===== config.mk =====
export PLATFORM = sky130hd
export DESIGN_NAME = rr_tdm_mult_arb
export DESIGN_NICKNAME = d
export VERILOG_FILES = /design/src/rtl/rr_tdm_pkg.sv /design/src/rtl/rr_arbiter.sv /design/src/rtl/rr_tdm_mult_arb.sv
export SDC_FILE = /design/constraint.sdc
export NUM_CORES = 1
export LEC_CHECK = 0
export CORE_ASPECT_RATIO = 1.4
export CORE_MARGIN = 5
export CORE_UTILIZATION = 45
export DETAILED_ROUTE_END_ITERATION = 12
export PLACE_DENSITY = 0.79
export SYNTH_ARGS = -nofsm -noshare
export SYNTH_HDL_FRONTEND = slang
export SYNTH_SLANG_ARGS = --single-unit

===== constraint.sdc =====
create_clock -name clk -period 7.1 [get_ports clk]
set_input_delay 0.71 -clock clk [delete_from_list [all_inputs] [get_ports clk]]
set_output_delay 0.71 -clock clk [all_outputs]
set_load 0.05 [all_outputs]

===== src/rtl/rr_tdm_pkg.sv =====
// Shared types and helpers for the round-robin / TDM multiplier engine.
package rr_tdm_pkg;

    typedef enum logic {
        MODE_FIXED = 1'b0,
        MODE_WORK  = 1'b1
    } tdm_mode_e;

    // Channel-index width, never narrower than one bit.
    function automatic int ch_idx_width(input int num_ch);
        return (num_ch <= 2) ? 1 : $clog2(num_ch);
    endfunction

endpackage


===== src/rtl/rr_arbiter.sv =====
// Rotating-pointer arbiter: fixed-slot TDM or work-conserving round robin.
module rr_arbiter
    import rr_tdm_pkg::*;
#(
    parameter  int NUM_CH = 4,
    localparam int CH_W   = ch_idx_width(NUM_CH)
) (
    input  logic              clk,
    input  logic              rst,
    input  tdm_mode_e         mode,
    input  logic [NUM_CH-1:0] req,
    input  logic              advance,
    output logic [CH_W-1:0]   grant,
    output logic [NUM_CH-1:0] grant_onehot,
    output logic              grant_valid
);

    logic [CH_W-1:0] ptr_reg;
    logic [CH_W-1:0] ptr_next;
    logic [CH_W-1:0] work_grant;
    logic            work_hit;

    logic [CH_W:0]   cand_sum [NUM_CH];
    logic [CH_W-1:0] cand_idx [NUM_CH];

    function automatic logic [CH_W-1:0] wrap_inc(input logic [CH_W-1:0] idx);
        return (idx == CH_W'(NUM_CH - 1)) ? '0 : idx + 1'b1;
    endfunction

    // Candidate gi is the channel gi positions after the pointer, modulo NUM_CH.
    genvar gi;
    generate
        for (gi = 0; gi < NUM_CH; gi++) begin : g_cand
            assign cand_sum[gi] = {1'b0, ptr_reg} + (CH_W+1)'(gi);
            assign cand_idx[gi] = (cand_sum[gi] >= (CH_W+1)'(NUM_CH))
                                ? CH_W'(cand_sum[gi] - (CH_W+1)'(NUM_CH))
                                : CH_W'(cand_sum[gi]);
        end
    endgenerate

    // Scan from farthest to nearest so the nearest requester wins.
    always_comb begin
        work_grant = ptr_reg;
        work_hit   = 1'b0;
        for (int k = NUM_CH - 1; k >= 0; k--) begin
            if (req[cand_idx[k]]) begin
                work_grant = cand_idx[k];
                work_hit   = 1'b1;
            end
        end
    end

    always_comb begin
        grant       = ptr_reg;
        grant_valid = 1'b1;
        if (mode == MODE_WORK) begin
            grant       = work_grant;
            grant_valid = work_hit;
        end
    end

    generate
        for (gi = 0; gi < NUM_CH; gi++) begin : g_onehot
            assign grant_onehot[gi] = grant_valid && (grant == CH_W'(gi));
        end
    endgenerate

    always_comb begin
        ptr_next = ptr_reg;
        if (advance) begin
            if (mode == MODE_FIXED)
                ptr_next = wrap_inc(ptr_reg);
            else if (work_hit)
                ptr_next = wrap_inc(work_grant);
        end
    end

    always_ff @(posedge clk or posedge rst) begin
        if (rst)
            ptr_reg <= '0;
        else
            ptr_reg <= ptr_next;
    end

endmodule


===== src/rtl/rr_tdm_mult_arb.sv =====
// N-channel time-division multiplier: arbiter feeding a 3-stage A/M/P multiply
// pipeline with tagged, backpressured output and an empty-slot counter.
module rr_tdm_mult_arb
    import rr_tdm_pkg::*;
#(
    parameter  int NUM_CH     = 4,
    parameter  int DATA_WIDTH = 8,
    parameter  int COEF_WIDTH = 8,
    parameter  int CNT_WIDTH  = 16,
    localparam int CH_W       = ch_idx_width(NUM_CH),
    localparam int PROD_W     = DATA_WIDTH + COEF_WIDTH
) (
    input  logic                         clk,
    input  logic                         rst,
    input  logic                         mode,
    input  logic [NUM_CH*DATA_WIDTH-1:0] in_data,
    input  logic [NUM_CH*COEF_WIDTH-1:0] in_coef,
    input  logic [NUM_CH-1:0]            in_valid,
    output logic [NUM_CH-1:0]            in_ready,
    output logic [PROD_W-1:0]            out_data,
    output logic [CH_W-1:0]              out_ch,
    output logic                         out_valid,
    input  logic                         out_ready,
    output logic [CNT_WIDTH-1:0]         miss_count
);

    tdm_mode_e             mode_e;
    logic                  stall;
    logic                  accept;
    logic [CH_W-1:0]       grant;
    logic [NUM_CH-1:0]     grant_onehot;
    logic                  grant_valid;

    logic [DATA_WIDTH-1:0] data_ch [NUM_CH];
    logic [COEF_WIDTH-1:0] coef_ch [NUM_CH];

    logic                  s1_valid_reg;
    logic [DATA_WIDTH-1:0] s1_data_reg;
    logic [COEF_WIDTH-1:0] s1_coef_reg;
    logic [CH_W-1:0]       s1_ch_reg;
    logic                  s2_valid_reg;
    logic [PROD_W-1:0]     s2_prod_reg;
    logic [CH_W-1:0]       s2_ch_reg;
    logic                  out_valid_reg;
    logic [PROD_W-1:0]     out_data_reg;
    logic [CH_W-1:0]       out_ch_reg;
    logic [CNT_WIDTH-1:0]  miss_count_reg;

    assign mode_e = tdm_mode_e'(mode);
    assign stall  = out_valid_reg & ~out_ready;

    genvar gi;
    generate
        for (gi = 0; gi < NUM_CH; gi++) begin : g_unpack
            assign data_ch[gi] = in_data[gi*DATA_WIDTH +: DATA_WIDTH];
            assign coef_ch[gi] = in_coef[gi*COEF_WIDTH +: COEF_WIDTH];
        end
    endgenerate

    rr_arbiter #(
        .NUM_CH (NUM_CH)
    ) u_arb (
        .clk          (clk),
        .rst          (rst),
        .mode         (mode_e),
        .req          (in_valid),
        .advance      (~stall),
        .grant        (grant),
        .grant_onehot (grant_onehot),
        .grant_valid  (grant_valid)
    );

    assign in_ready = (rst || stall) ? '0 : grant_onehot;
    assign accept   = |(in_valid & in_ready);

    // The whole pipeline freezes on stall; bubbles are not squeezed out.
    always_ff @(posedge clk or posedge rst) begin
        if (rst) begin
            s1_valid_reg   <= 1'b0;
            s1_data_reg    <= '0;
            s1_coef_reg    <= '0;
            s1_ch_reg      <= '0;
            s2_valid_reg   <= 1'b0;
            s2_prod_reg    <= '0;
            s2_ch_reg      <= '0;
            out_valid_reg  <= 1'b0;
            out_data_reg   <= '0;
            out_ch_reg     <= '0;
            miss_count_reg <= '0;
        end else if (!stall) begin
            s1_valid_reg  <= accept;
            s1_data_reg   <= data_ch[grant];
            s1_coef_reg   <= coef_ch[grant];
            s1_ch_reg     <= grant;
            s2_valid_reg  <= s1_valid_reg;
            s2_prod_reg   <= PROD_W'(s1_data_reg) * PROD_W'(s1_coef_reg);
            s2_ch_reg     <= s1_ch_reg;
            out_valid_reg <= s2_valid_reg;
            if (s2_valid_reg) begin
                out_data_reg <= s2_prod_reg;
                out_ch_reg   <= s2_ch_reg;
            end
            if (mode_e == MODE_FIXED && !in_valid[grant] && miss_count_reg != '1)
                miss_count_reg <= miss_count_reg + 1'b1;
        end
    end

    assign out_valid  = out_valid_reg;
    assign out_data   = out_data_reg;
    assign out_ch     = out_ch_reg;
    assign miss_count = miss_count_reg;

endmodule


==> flow_summary.ini, run 1 <==
[run_status]
status = finished, final reports clean

[drt]
vias_per_cell = 5.468
drc = 0
drt_iter0_drc = 172
wl_per_cell_um = 15.81
drt-total-wl_um = 13810
num_vias = 4774
drtPass1Iterations = 4
postRouteAntennaNets = 0

[hold_path]
min-delay-start = s2_ch_reg[1]
hp-class = flip-flop to flip-flop

[critical_path]
cp-start-kind = primary input
worst-path-max-fanout = 8
max_stage_delay_ps = 840
path_class = primary input to output pin
cp_common_cell = clkdlybuf4s50_1
timing.reg2reg.worst_path_depth = 15
r2r_start = s1_coef_reg[7]
rr_endpoint = s2_prod_reg[13]
timing.reg2reg.setup_slack_ps = 2670
cp-startpoint = in_valid[0]
crit_required_ps = 6390
path_cells = clkdlybuf4s50_1 -> mux4_2 -> o21a_1 -> a211oi_2 -> a31oi_2 -> nor3_1 -> clkdlybuf4s50_1
cp-end-kind = output pin
crit_arrival_ps = 3830
cp-endpoint = in_ready[0]
crit_slowest_cell = clkdlybuf4s50_1

[clocking]
cts_tree = yes
clockRootBuffer = clkbuf_16
clk_pin_slew_ps = 60
clock_path_buffers = 2
clock_latency_ps = 340
post_cts_buffers = 0
cts_resized = 0
cts_made_buffers = 9
cts_max_level = 3
clock_sinks = 75
hold_buffers = 0

[timing]
skew_ps = 7.272
min_period_ps = 4544
drv_slew = 0
rsz0062_at_grt = no
finalHoldViolations = 0
max_freq_mhz = 220.1
fin_tns_setup_ps = 0
worstMarginPinSlew_ps = 945.2
setup_viol = 0
slew_headroom_pct = 36.86
timing.final.crit_share_pct = 64.01

[cells_and_area]
n_fill_cell = 1110
multi_input_area_um2 = 3730
synthToLayoutAreaGrowth_pct = 25.73
drive_gt1_share_pct = 6.806
seqCellArea_um2 = 1877
nets = 861
antenna_cells = 0

[logic_synthesis]
synth_area_um2 = 5908
yosys.area.top_type_share_pct = 31.77
synth_nets = 757
synth_top_area_cell = dfrtp_1
synth_edf_count = 0
syn_avg_cell_area_um2 = 9.670
ys.flop_type = dfrtp_1
synth_common_cells = dfrtp_1 (75), nand2_1 (67), inv_1 (59), and2_1 (46), nor2_1 (40)
netlist_top_cells_area = dfrtp_1 (32%), fa_1 (12%), ha_1 (8.0%)
ys_types = 58
netlist_instances = 611
ys_seq_area_share_pct = 31.77
ys_ff_latch = 75
ys_warn_count = 0
yosysMostFrequentCell = dfrtp_1
async_flop_share_pct = 100.0

[global_route]
antenna_found_initial = 0
first_global_vias = 5099
grt_pass1_wl_um = 23230
grt_max_degree = 76
grt_overflow = 0
grt_usage_pct = 18.26

[place]
port_buffers = 110
gp_congestion = 0.9027
hpwl_um = 11000

[run]
maxCapViolations = 0

[floorplan]
fp.coreArea_um2 = 12870
die_w_um = 106.8
io-pin-count = 111
row_count = 49
die_area_um2 = 15550
fp.dieH_um = 145.6
start_util_pct = 45.89
## through the flow
stage	util, %	area [µm²]	std cells	worst slack [ps]	hold slack, ps
after CTS	57.70	7428	873	2584	470.8
final	57.70	7428	873	2556	465.0
after global placement	55.48	7143	857	2695	450.6
after global routing	57.70	7428	873	2413	491.4
after floorplan	-	5908	611	2899	434.8
after detailed placement	55.48	7143	857	2600	456.5
## how the worst min path moves through the flow
stage,endpoint,depth (start not counted)
final,s2_ch_reg[1],2
after global routing,s2_ch_reg[1],2
after CTS,s2_ch_reg[1],2
after detailed placement,s2_ch_reg[1],2
after global placement,s2_prod_reg[3],2
after floorplan,s2_ch_reg[0],2
## layout make-up
cell class,count,area share [%]
inverter,59,2.981
timing repair buffer,113,15.13
clock buffer,10,3.217
multi-input combinational,457,50.21
sequential,75,25.27
clock inverter,6,0.6232
tap,153,2.577
## layout by cell type (no fill, tap or decap), types with 3 or more instances in the layout
cell type and instances:
a211o_1 18, a21oi_1 12, and2_1 46, and3_1 12, and4_1 4, buf_4 3, clkbuf_16 9, clkdlybuf4s50_1 110
dfrtp_1 75, fa_1 36, ha_1 38, inv_1 58, mux2_2 21, mux2i_1 28, nand2_1 67, nand2b_1 4
nand3_1 12, nand3b_1 3, nand4_1 6, nor2_1 40, nor2b_1 4, nor3_1 9, o21a_1 6, o21ai_0 12
o21bai_1 4, o22ai_1 8, o31a_1 3, or2_2 3, or3_1 3, xnor2_1 12, xor2_1 11
## critical path: cells and delay by family
family	cells	cell delay, ps
buffers and inverters	2	1370
multiplexers	1	590
AND/OR/NAND/NOR	1	220
AO/OA/AOI/OAI	3	960
## layer usage
metal / routed length (µm) / track usage, % / share of wire, % / vias to the layer above
li1: - / - / - / 2288
met1: 4978 / 19.17 / 36 / 2357
met2: 8024 / 34.99 / 58 / 100
met3: 434 / 3.506 / 3.1 / 29
met4: 369 / 7.102 / 2.7 / 0
met5: 0 / 0 / 0 / -
## logic make-up (layout without fill, tap and decap cells)
group	Yosys count	count (layout)	synth area share (%)
simple gates	224	224	19.23
compound gates	86	86	10.80
buf+inv	79	188	5.421
flops	75	75	31.77
fa+ha+maj	74	74	20.25
mux	50	50	9.128
xor+xnor	23	23	3.410
Power of run 1 is left out: the tool's default activity adds up to more than one toggle a clock period on the data nets, which glitch-free logic cannot reach.
==> run 2: changes to the inputs <==
--- a/config.mk
+++ b/config.mk
@@ -9,7 +9,7 @@
 export CORE_MARGIN = 5
 export CORE_UTILIZATION = 45
 export DETAILED_ROUTE_END_ITERATION = 12
-export PLACE_DENSITY = 0.79
+export PLACE_DENSITY = 0.81
 export SYNTH_ARGS = -nofsm -noshare
 export SYNTH_HDL_FRONTEND = slang
 export SYNTH_SLANG_ARGS = --single-unit
==> constraint.sdc (replaced) <==
create_clock -name clk -period 3.85 [get_ports clk]
set_input_delay 0.385 -clock clk [delete_from_list [all_inputs] [get_ports clk]]
set_output_delay 0.385 -clock clk [all_outputs]
set_load 0.05 [all_outputs]
==> flow_summary.ini, run 2 (synthesis results as in run 1) <==
[clocking]
cts_made_buffers = 9
clk_pin_slew_ps = 70
clockRootBuffer = clkbuf_16
cts_max_level = 3
clock_path_buffers = 2
hold_buffers = 0
clock_sinks = 75
cts_tree = yes
clock_latency_ps = 340

[global_route]
antenna_found_initial = 0
grt_usage_pct = 21.16
grt_overflow = 0
grt_pass1_wl_um = 26540
first_global_vias = 5615
grt_max_degree = 44

[timing]
min_period_ps = 4188
setup_viol = 8
fin_ws_ps = -338.1
timing.final.crit_share_pct = 108.8
rsz0062_at_grt = yes
finalHoldViolations = 0
fin_tns_setup_ps = -1790
hold_slack_ps = 468.1
skew_ps = 8.382
max_freq_mhz = 238.8
drv_slew = 0
worstMarginPinSlew_ps = 771.3
slew_headroom_pct = 48.46

[floorplan]
io-pin-count = 111
fp.coreArea_um2 = 12870
fp.dieH_um = 145.6
start_util_pct = 45.89
die_w_um = 106.8
die_area_um2 = 15550
row_count = 49

[hold_path]
min-delay-start = s2_prod_reg[0]
hp-class = flip-flop to flip-flop

[critical_path]
crit_required_ps = 4120
worst-path-max-fanout = 7
cp-end-kind = flip-flop
cp-start-kind = flip-flop
r2r_start = s1_coef_reg[4]
crit_arrival_ps = 4460
cp-startpoint = s1_coef_reg[4]
path_class = flip-flop to flip-flop

[cells_and_area]
nets = 917
fin_util_pct = 63.03
synthToLayoutAreaGrowth_pct = 37.36
mostFrequentLayoutCell = clkdlybuf4s50_1
drive_gt1_share_pct = 20.13
antenna_cells = 0
final_cell_mix = clkdlybuf4s50_1 (106), dfrtp_1 (66), nand2_1 (63)

[drt]
drtPass1Iterations = 4
drt_iter0_drc = 157
wl_per_cell_um = 17.27
drt-total-wl_um = 16030
postRouteAntennaNets = 0
drc = 0
num_vias = 5075
vias_per_cell = 5.469

[run]
maxCapViolations = 0

[place]
gp_congestion = 0.8670
hpwl_um = 12450
port_buffers = 110

[run_status]
failed_checks = setup timing
status = finished with violations
[run 2: cell count changes in the layout (fill, tap and decap cells not counted), moves of 5 or more]
| cell | change |
|---|---|
| and2_1 | -5 |
| inv_1 | -8 |
| buf_4 | +47 |
| and2_4 | +5 |
| dfrtp_1 | -9 |
| inv_2 | +7 |
| ha_1 | -5 |
| buf_6 | +8 |
| dfrtp_2 | +9 |
| buf_12 | +5 |
[run 2: layer usage]
layer / up-vias / GRT usage (%) / wire length [µm]
li1: 2412 / - / -
met4: 0 / 10.04 / 643
met5: - / 0 / 0
met2: 103 / 40.07 / 9217
met1: 2516 / 21.95 / 5716
met3: 44 / 3.906 / 454
[run 2: final timing paths]
path	slack [ps]	to	cells past startpoint
setup / recovery	-340	s2_prod_reg[15]	14
hold / removal	470	s2_prod_reg[0]	2
setup reg to reg	-340	s2_prod_reg[15]	14
hold reg to reg	470	s2_prod_reg[0]	2
max in group asynchronous	2540	out_data[5]	3
min in group asynchronous	530	miss_count[5]	2
[run 2: timing repair]
| action | 4_1_cts | 5_1_grt |
|---|---|---|
| pin swaps | 20 | 25 |
| setup buffers | 3 | 6 |
| gates resized for setup | 34 | 22 |
| setup endpoints to repair | 9 | 8 |
[run 2: layout make-up]
class / count / area [µm²]
fillers: 1055 / 4760
multi-input cells: 457 / 3909
flip-flops and latches: 75 / 1888
repair buffers: 169 / 1627
inverters: 59 / 226.5
clock buffers: 9 / 225.2
well taps: 153 / 191.4
clock inverters: 6 / 48.80
[run 2: critical path, stage by stage (launching register included)]
cell      delay, ps
dfrtp_2         460
and2_4          160
fa_1            540
inv_2            40
fa_1            470
fa_1            490
inv_1            50
fa_1            490
ha_4            300
o21a_1          130
o2111a_1        170
o41a_1          190
nor3_2           50
or4_1           460
nand3_1          90
[run 2: metrics by stage]
stage	worst slack (ps)	cells	cell area, µm²
floorplan	-175.9	611	5978
global placement	-312.4	904	7619
detailed placement	-376.3	904	7619
global route	-461.3	928	8115
CTS	-342.4	922	7998
finish	-338.1	928	8115
Power of run 2 is left out for the same reason.
==> run 3: changes to the inputs <==
--- a/config.mk
+++ b/config.mk
@@ -9,6 +9,7 @@
 export CORE_MARGIN = 5
 export CORE_UTILIZATION = 45
 export DETAILED_ROUTE_END_ITERATION = 12
+export GPL_ROUTABILITY_DRIVEN = 0
 export PLACE_DENSITY = 0.81
 export SYNTH_ARGS = -nofsm -noshare
 export SYNTH_HDL_FRONTEND = slang
==> flow_summary.ini, run 3 (synthesis results as in run 1) <==
[run_status]
status = finished with violations
failed_checks = setup timing

[place]
hpwl_um = 11880
port_buffers = 110
post-place-ws_ps = -381.7

[cells_and_area]
synthToLayoutAreaGrowth_pct = 37.91
seqCellArea_um2 = 1891
final_cell_mix = clkdlybuf4s50_1 (106), dfrtp_1 (64), nand2_1 (61)
drive_gt1_share_pct = 21.08
mostFrequentLayoutCell = clkdlybuf4s50_1
multi_input_area_um2 = 3933
antenna_cells = 0
nets = 919
n_fill_cell = 999
fin_util_pct = 63.28

[clocking]
clock_latency_ps = 350
clock_path_buffers = 2
clk_pin_slew_ps = 70
cts_tree = yes
cts_made_buffers = 9
clock_sinks = 75
cts_max_level = 3
hold_buffers = 0
clockRootBuffer = clkbuf_16

[timing]
worstMarginPinSlew_ps = 734.4
min_period_ps = 4190
hold_slack_ps = 468.9
rsz0062_at_grt = yes
drv_slew = 0
setup_viol = 7
fin_ws_ps = -340.3
skew_ps = 11.45
slew_headroom_pct = 50.92
max_freq_mhz = 238.6
finalHoldViolations = 0
timing.final.crit_share_pct = 108.8

[floorplan]
fp.coreArea_um2 = 12870
die_w_um = 106.8
io-pin-count = 111
die_area_um2 = 15550
fp.dieH_um = 145.6
row_count = 49
start_util_pct = 45.89

[critical_path]
crit_arrival_ps = 4480
path_class = flip-flop to flip-flop
cp-startpoint = s1_data_reg[3]
path_buf_inv = 2
path_cells = and2_4 -> fa_1 -> fa_1 -> fa_1 -> inv_1 -> fa_1 -> inv_2 -> ha_4 -> o21a_1 -> o2111a_1 -> o41a_1 -> nor3_2 -> or4_1 -> nand3_1
r2r_start = s1_data_reg[3]
crit_slowest_cell = fa_1
crit_required_ps = 4140
cp-end-kind = flip-flop
path_delay_family = adder cells
cp_common_cell = fa_1
worst-path-max-fanout = 7
cp-start-kind = flip-flop
max_stage_delay_ps = 550

[drt]
drtPass1Iterations = 4
num_vias = 5189
wl_per_cell_um = 17.17
drc = 0
drt_iter0_drc = 234
drt-total-wl_um = 15990
postRouteAntennaNets = 0
vias_per_cell = 5.574

[hold_path]
hp-class = flip-flop to flip-flop
min-delay-start = s2_prod_reg[2]

[global_route]
antenna_found_initial = 0
first_global_vias = 5610
grt_max_degree = 44
grt_usage_pct = 20.49
grt_pass1_wl_um = 25820
grt_overflow = 0

[run]
maxCapViolations = 0
[run 3: changes by cell type in the layout (fill, tap and decap cells not counted), moves of 3 or more]
| cell | previous run | this run |
|---|---|---|
| and2_4 | 5 | 9 |
| ha_1 | 33 | 30 |
| buf_4 | 50 | 58 |
| ha_4 | 4 | 7 |
| buf_6 | 8 | 3 |
| and2_1 | 41 | 37 |
[run 3: final cells by class]
class / count / area share [%]
clock buffer: 9 / 2.764
clock inverter: 7 / 0.9367
inverter: 59 / 2.718
multi-input combinational: 457 / 48.26
sequential: 75 / 23.20
tap: 153 / 2.350
timing repair buffer: 171 / 19.76
[run 3: worst register-to-register path, delay by kind of cell (launching register included)]
kind                     cells  cell delay (ps)
AO/OA/AOI/OAI                3              480
adder cells (fa/ha/maj)      5             2290
buffers and inverters        2              100
AND/OR/NAND/NOR              4              800
flip-flops                   1              470
[run 3: metal layers]
metal | vias to the layer above | share of wire (%) | global-route usage, %
li1 | 2410 | - | -
met1 | 2572 | 35 | 20.68
met2 | 152 | 57 | 39.41
met3 | 55 | 3.9 | 3.684
met4 | 0 | 4.4 | 9.917
met5 | - | 0 | 0
[run 3: stage by stage]
step	std cells	area (µm²)	TNS (ps)
2_1_floorplan	611	5978	-348.0
3_3_place_gp	901	7584	-1257
3_5_place_dp	901	7584	-2094
4_1_cts	929	8070	-1095
5_1_grt	931	8148	-2291
6_report	931	8148	-1383
[run 3: worst paths after layout]
kind,cells after the start,to,slack (ps)
max,14,s2_prod_reg[15],-340
min,2,s2_prod_reg[2],470
max reg2reg,14,s2_prod_reg[15],-340
min reg2reg,2,s2_prod_reg[2],470
max in group asynchronous,3,s2_prod_reg[0],2550
min in group asynchronous,2,miss_count[5],500
[run 3: what timing repair did]
action,in CTS,in global routing
setup buffers,12,2
pin swaps,20,10
setup endpoints to repair,7,9
resized for setup,34,17
Power of run 3 is left out for the same reason.
